--- config.mk ---
export PLATFORM = sky130hd
export DESIGN_NAME = ahbl_splitter_burst
export DESIGN_NICKNAME = d
export VERILOG_FILES = /design/src/rtl/ahbl_splitter_burst.sv
export SDC_FILE = /design/constraint.sdc
export NUM_CORES = 1
export LEC_CHECK = 0
export ABC_AREA = 1
export CAP_MARGIN = 20
export CORE_AREA = 2 2 166 168
export DETAILED_ROUTE_END_ITERATION = 16
export DIE_AREA = 0 0 168 170
export GPL_ROUTABILITY_DRIVEN = 1
export PLACE_DENSITY = 0.49
export REMOVE_ABC_BUFFERS = 1
export SLEW_MARGIN = 20
export SYNTH_ARGS = -nofsm -noshare
export SYNTH_HDL_FRONTEND = slang
export SYNTH_SLANG_ARGS = --single-unit
--- constraint.sdc ---
create_clock -name clk -period 5 [get_ports clk]
set_input_delay 1.5 -clock clk [delete_from_list [all_inputs] [get_ports clk]]
set_output_delay 1.5 -clock clk [all_outputs]
set_load 0.01 [all_outputs]
--- src/rtl/ahbl_splitter_burst.sv ---
// ahbl_splitter_burst: AHB-lite 1:N splitter with burst-sticky decode, a built-in
// error slave for bad decodes, and capture/counting of decode errors.
module ahbl_splitter_burst #(
    parameter int                        N_PORTS   = 2,
    parameter int                        W_ADDR    = 32,
    parameter int                        W_DATA    = 32,
    parameter int                        W_MASTER  = 8,
    parameter logic [N_PORTS*W_ADDR-1:0] ADDR_MAP  = '0,
    parameter logic [N_PORTS*W_ADDR-1:0] ADDR_MASK = '0,
    parameter logic [N_PORTS-1:0]        CONN_MASK = '1,
    parameter int                        W_ERRCNT  = 16
) (
    input  logic                          clk,
    input  logic                          rst_n,
    input  logic                          src_hready,
    output logic                          src_hready_resp,
    output logic                          src_hresp,
    input  logic [W_ADDR-1:0]             src_haddr,
    input  logic                          src_hwrite,
    input  logic [1:0]                    src_htrans,
    input  logic [2:0]                    src_hsize,
    input  logic [2:0]                    src_hburst,
    input  logic [3:0]                    src_hprot,
    input  logic                          src_hmastlock,
    input  logic                          src_hexcl,
    input  logic [W_MASTER-1:0]           src_hmaster,
    input  logic [W_DATA-1:0]             src_hwdata,
    output logic [W_DATA-1:0]             src_hrdata,
    output logic                          src_hexokay,
    output logic [N_PORTS-1:0]            dst_hready,
    input  logic [N_PORTS-1:0]            dst_hready_resp,
    input  logic [N_PORTS-1:0]            dst_hresp,
    input  logic [N_PORTS-1:0]            dst_hexokay,
    output logic [N_PORTS*W_ADDR-1:0]     dst_haddr,
    output logic [N_PORTS-1:0]            dst_hwrite,
    output logic [N_PORTS*2-1:0]          dst_htrans,
    output logic [N_PORTS*3-1:0]          dst_hsize,
    output logic [N_PORTS*3-1:0]          dst_hburst,
    output logic [N_PORTS*4-1:0]          dst_hprot,
    output logic [N_PORTS-1:0]            dst_hmastlock,
    output logic [N_PORTS-1:0]            dst_hexcl,
    output logic [N_PORTS*W_MASTER-1:0]   dst_hmaster,
    output logic [N_PORTS*W_DATA-1:0]     dst_hwdata,
    input  logic [N_PORTS*W_DATA-1:0]     dst_hrdata,
    output logic [N_PORTS-1:0]            slave_sel_d,
    output logic [W_ERRCNT-1:0]           err_count,
    output logic [W_ADDR-1:0]             err_addr,
    output logic                          err_valid
);
    localparam int W_CNT = $clog2(N_PORTS + 1);
    localparam logic [1:0] T_IDLE = 2'b00, T_BUSY = 2'b01, T_NSEQ = 2'b10;

    typedef enum logic [1:0] {IDLE, DATA, ERR1, ERR2} state_t;

    state_t             state;
    logic [N_PORTS-1:0] hit, sel_a, burst_sel;
    logic [W_CNT-1:0]   n_hit;
    logic               burst_err, err_a, nseq_err, busy_d;

    for (genvar i = 0; i < N_PORTS; i++) begin : g_port
        assign hit[i] = (src_haddr & ADDR_MASK[i*W_ADDR +: W_ADDR]) == ADDR_MAP[i*W_ADDR +: W_ADDR];
        assign dst_htrans[2*i +: 2] = sel_a[i] ? src_htrans : T_IDLE;
    end

    always_comb begin
        n_hit = '0;
        for (int i = 0; i < N_PORTS; i++)
            n_hit = n_hit + W_CNT'(hit[i]);
    end

    // SEQ/BUSY beats reuse the NONSEQ decision so a burst never straddles ports
    assign nseq_err = (n_hit != W_CNT'(1)) || !(|(hit & CONN_MASK));
    assign err_a = src_htrans == T_NSEQ ? nseq_err : src_htrans == T_IDLE ? 1'b0 : burst_err;
    assign sel_a = src_htrans == T_NSEQ ? (nseq_err ? '0 : hit & CONN_MASK)
                 : src_htrans == T_IDLE ? '0 : burst_sel;

    assign dst_hready    = {N_PORTS{src_hready}};
    assign dst_haddr     = {N_PORTS{src_haddr}};
    assign dst_hwrite    = {N_PORTS{src_hwrite}};
    assign dst_hsize     = {N_PORTS{src_hsize}};
    assign dst_hburst    = {N_PORTS{src_hburst}};
    assign dst_hprot     = {N_PORTS{src_hprot}};
    assign dst_hmastlock = {N_PORTS{src_hmastlock}};
    assign dst_hexcl     = {N_PORTS{src_hexcl}};
    assign dst_hmaster   = {N_PORTS{src_hmaster}};
    assign dst_hwdata    = {N_PORTS{src_hwdata}};

    always_comb begin
        src_hrdata = '0;
        for (int i = 0; i < N_PORTS; i++)
            src_hrdata = src_hrdata | ({W_DATA{slave_sel_d[i]}} & dst_hrdata[i*W_DATA +: W_DATA]);
    end

    // Responses depend only on registered state, never on the current address phase
    assign src_hready_resp = state == ERR1 ? 1'b0
                           : state == DATA && !busy_d ? |(slave_sel_d & dst_hready_resp) : 1'b1;
    assign src_hresp = state == ERR1 || state == ERR2 ? 1'b1
                     : state == DATA && !busy_d ? |(slave_sel_d & dst_hresp) : 1'b0;
    assign src_hexokay = state == DATA && |(slave_sel_d & dst_hexokay);

    always_ff @(posedge clk or negedge rst_n) begin
        if (!rst_n) begin
            state       <= IDLE;
            slave_sel_d <= '0;
            burst_sel   <= '0;
            burst_err   <= 1'b0;
            busy_d      <= 1'b0;
            err_count   <= '0;
            err_addr    <= '0;
            err_valid   <= 1'b0;
        end else if (state == ERR1) begin
            state <= ERR2;
        end else if (src_hready) begin
            state       <= err_a ? ERR1 : |sel_a ? DATA : IDLE;
            slave_sel_d <= sel_a;
            busy_d      <= src_htrans == T_BUSY;
            if (src_htrans == T_NSEQ) begin
                burst_sel <= sel_a;
                burst_err <= err_a;
            end else if (src_htrans == T_IDLE) begin
                burst_sel <= '0;
                burst_err <= 1'b0;
            end
            if (err_a) begin
                err_addr  <= src_haddr;
                err_valid <= 1'b1;
                err_count <= err_count + W_ERRCNT'(~&err_count);
            end
        end
    end
endmodule

# Word level (Yosys, flattened, before mapping)
# Index checks and enable logic that the tools add are counted.
# classes
n_div	0
addsub	1
eq_ne	5
bitwise_logic	7
multipliers	0
muxes	16
shifts	0
order_cmp	0
reduce_logical	14
# ops
operator	n
$and A32 B32 Y32	2
$or A32 B32 Y32	1
$add A16 B1 Y16	1
$mux W2	8
$reduce_and A16 Y1	1
$mux W1	8
$reduce_or A2 Y1	4
$and A2 B2 Y2	3
$eq A2 B2 Y1 const B	3
$eq A2 B1 Y1 const B	2
$reduce_and A3 Y1	1
$logic_and A1 B1 Y1	2
$logic_not A1 Y1	2
$logic_not A2 Y1	1
$reduce_and A2 Y1	1
$reduce_bool A2 Y1	1
$logic_or A1 B1 Y1	1
$not A1 Y1	1
# word_totals
latchBits	0
mem_bits_rw	0
memories	0
ff_bits	57
output_inout_bits	262
mem_bits_ro	0
inputBits	160
wordCells	51

# Logic depth before layout (Yosys ltp)
# logic_depth
ltp_word	8
mapped_depth	14
ltp_nobuf	14

# Worst setup path after synthesis
# OpenSTA, ideal clock, no wires.
# synth_path
kind	input to output
from	in dst_hexokay[1]
to	out src_hexokay
required_time_ns	3.500
arrival_ns	1.907
cell_stages	2
path_buffers	0
setup_slack_ns	1.593
cell_sequence	nand2_1 -> a211oi_1
# synth_via
elab_chain_cells	3
# synth_lines
item	line_no	rtl
start, declared	33	input logic [N_PORTS-1:0] dst_hexokay,
$and A2 B2 Y2	99	assign src_hexokay = state == DATA && |(slave_sel_d & dst_hexokay);
$reduce_or A2 Y1	99	
$logic_and A1 B1 Y1	99	
end, declared	29	output logic src_hexokay,
# Every way passes these cells.

# Worst setup path after layout
# Same ends and word-level chain as after synthesis.

==> out/summary.md <==
The run gives 3597 as the number of global-route vias before repair. Ranked by instance count, the synthesized netlist is headed by buf_4 (173), nand2_1 (152), dfrtp_1 (55), a22o_1 (33), inv_1 (20). The path type of the worst min-delay path was flop to flop. For the post-layout net count, the log shows 761.

The type of the worst setup path is primary input to output port. The library cell with the highest instance count after synthesis was buf_4. For this run, the total global-route usage over all layers was measured as 12.86%. The tools report the wire length reported by the detailed router as 18.93 mm.

The initial antenna violation count is 0, and the worst path required time is 3.50 ns. The H-tree generated during clock tree synthesis spans 2 levels. The pin count of the biggest net entering global routing came out at 36. The tools report the final worst clock skew as 0.007398 ns. Clock-pin slew was measured on the worst setup and hold paths at 0.07 ns. At the end of routability-driven placement, the weighted congestion stood at 0.6998.

The total overflow left after global routing is 0. Cell taking the most area after synthesis: dfrtp_1. After detailed routing, the number of vias per cell comes to 3.890.

For this run, design rule violations remaining after detail routing come to 0. The clock passes through at most 2 buffers. Instance count of the mapped netlist: 513. The tools report the number of ports placed on the die boundary as 422. After synthesis, the cell types taking the most area are dfrtp_1 (33%), buf_4 (31%), nand2_1 (14%). The maximum fanout along the worst path is 1.

For this run, the top clock speed supported by timing is 226.1 MHz. For the pin with the worst max-slew slack, the measured transition is 0.6208 ns. CTS saw 55 sinks.

In this run the static leakage power is 2.498 nW. The number of slew-limit violations in the final report was 0; the standard-cell row count was 60. For this run, global-route usage on met1 was measured as 14.72%. The minimum clock period after layout works out to 4.423 ns. The overall power of the completed layout is 1.977 mW. Setup repair after global routing left no endpoint under its margin.

The fraction of layout instances using a drive strength above 1 is 4.174%, and the share of Yosys cell area claimed by the top area cell type is 33.28%. TritonCTS built the clock tree. The horizontal die dimension is 168 µm. The detail route stage leaves a number of antenna-violating nets equal to 0. In this run the cell area of the synthesized design comes to 4135 µm². In the finished design, the share of the clock period the worst path needs comes to 88.45%. On the final layout, the worst hold slack is 0.4723 ns. Area of the core: 26650 µm². In this run the vertical extent of the chip is 170 µm.

The met2 routing resource usage after global routing came out at 16.21%. The total of max-cap violations is 0. Before CTS, the worst setup slack after placement is 0.5582 ns.

The register bit count reported by yosys works out to 55. At the worst endpoint, the arrival time is 2.92 ns. After global routing, the most crowded layer is met2.

Across all layers, the routed design uses 3657 vias. The hold-fix buffer count after cts is 0. The post-layout worst setup margin came out at 0.5773 ns.

STA classifies the critical path startpoint as a primary input. The slowest stage of the critical path is the clkdlybuf4s50_1 cell. Among all flip-flop cells after synthesis, the most frequent one is dfrtp_1. The die outline area came out at 28560 µm². The first TritonRoute pass finished after 4 iterations. The share of the Yosys chip area taken by registers is 33.28%. The logs give 0 ns for the final-layout setup total negative slack and 26.36 mm for the global-route wire length before repair. Power spread over the standard cell area amounts to 331.4 nW/µm². Once the floorplan was initialized, standard cells occupied 15.52% of the core. The tree is rooted in a clkbuf_16. Setup violations remaining at the end of the flow were counted as 0.

Post-CTS timing repair inserted 0 buffers for setup. In the global route stage, met3 resource usage came out at 12.51%. The count of buffers added on input and output ports is 262. The repair_antennas step left the layout with diodes totalling 0. The run gives 138 as the violation count after the first detailed-route iteration.

Total count of hold-check failures in the final report: 0. The run finished with clean final reports. The kind of end point of the critical path was an output port. The tools report the worst slew slack as a fraction of its limit as 58.61%.

The number of synthesized flops with an enable pin was 0; the worst voltage drop across the vdd grid was 0.1260 mV. The clock network latency to the later pin of the worst-skew pair came out at 0.30 ns. Walking the worst path, the cells encountered are clkdlybuf4s50_1, nand2_1, a211oi_1, clkdlybuf4s50_1. The layout has 2945 filler cells. The async set or reset register ratio after synthesis came out at 100.0%.

Once layout is complete, the utilization of the core stands at 22.38%. The wire-length estimate of the detail-placed layout is 14.83 mm. The tools report the number of buffers added by the clock tree synthesis step as 5. In this design, the critical path's most frequently occurring cell is clkdlybuf4s50_1.

Yosys printed 0 warnings. On the worst path, the slowest cell contributes a delay of 0.62 ns. The number of distinct library cell variants in the gate-level netlist after synthesis was 33; the quantity of gates resized following cts was 0.

The synthesized area per cell was 8.061 µm². From synthesis to final layout, the design area changed by 44.27%. Dividing the detail-routed wire length by the instance count gives 20.13 µm.
-- cells in the final DEF (no fill, tap or decap), types with 2 or more instances in the layout --
cell / count
ha_1: 3
a22o_1: 33
xnor2_1: 3
inv_1: 20
nand2_1: 152
nand3_1: 7
clkbuf_16: 5
buf_4: 5
a21boi_0: 2
clkdlybuf4s50_1: 261
nor3_1: 5
nor2_4: 2
nand2_2: 3
dfrtp_1: 55
nor2_1: 11
inv_2: 3
xor2_1: 3
o21ai_0: 2
o211ai_1: 2
nand4_1: 6
-- metal layers --
metal	vias to the layer above	part of all wire, %
met3	15	21
met1	1631	40
met4	6	1.0
met5	-	1.2
li1	1624	-
met2	381	37
-- flip-flops by register name, indices dropped and copies added, names as in the netlist --
signal and count:
burst_err 1, burst_sel 2, busy_d 1, err_addr 32, err_count 16, err_valid 1
state 2
-- logic make-up (layout without fill, tap and decap cells) --
family / Yosys count / in the layout / share of synthesized area (%)
buf+inv: 212 / 298 / 36.01
compound gates: 45 / 45 / 9.107
flops: 55 / 55 / 33.28
fa+ha+maj: 3 / 3 / 0.9078
simple gates: 192 / 192 / 19.43
xor+xnor: 6 / 6 / 1.271
-- power by group --
| part | total (mW) | internal [mW] | switching [mW] |
|---|---|---|---|
| clock network | 0.372 | 0.201 | 0.171 |
| logic | 0.883 | 0.483 | 0.400 |
| registers | 0.722 | 0.607 | 0.115 |
| total | 1.98 | 1.29 | 0.686 |
-- stage by stage --
stage	std cells	area, µm²
after floorplan	324	2733
after global routing	940	5966
after detailed placement	932	5814
after global placement	932	5814
after CTS	940	5966
final	940	5966
-- worst paths after layout --
path                                      from       endpoint  slack (ns)  cells after the start
worst min-delay path                 err_valid      err_valid        0.47                      1
worst max-delay path            dst_hexokay[1]    src_hexokay        0.58                      4
worst max register to register    err_count[7]  err_count[10]        2.95                     14
max in group asynchronous                rst_n   burst_sel[0]        2.92                      2
worst min register to register       err_valid      err_valid        0.47                      1
min in group asynchronous                rst_n    err_addr[1]        1.19                      1
-- cell type report --
class / instances / area (µm²) / area share [%]
timing repair buffer: 267 / 2655 / 44.51
sequential: 55 / 1376 / 23.07
multi-input combinational: 246 / 1270 / 21.29
tap: 341 / 426.7 / 7.152
clock buffer: 7 / 142.6 / 2.391
inverter: 23 / 86.33 / 1.447
clock inverter: 1 / 8.758 / 0.1468
-- worst max-delay path, delay by kind of cell --
family,cells,cell delay (ns)
AO/OA/AOI/OAI,1,0.30
buffers and inverters,2,1.07
AND/OR/NAND/NOR,1,0.05
Note: power is estimated with default switching activity, not from simulation.
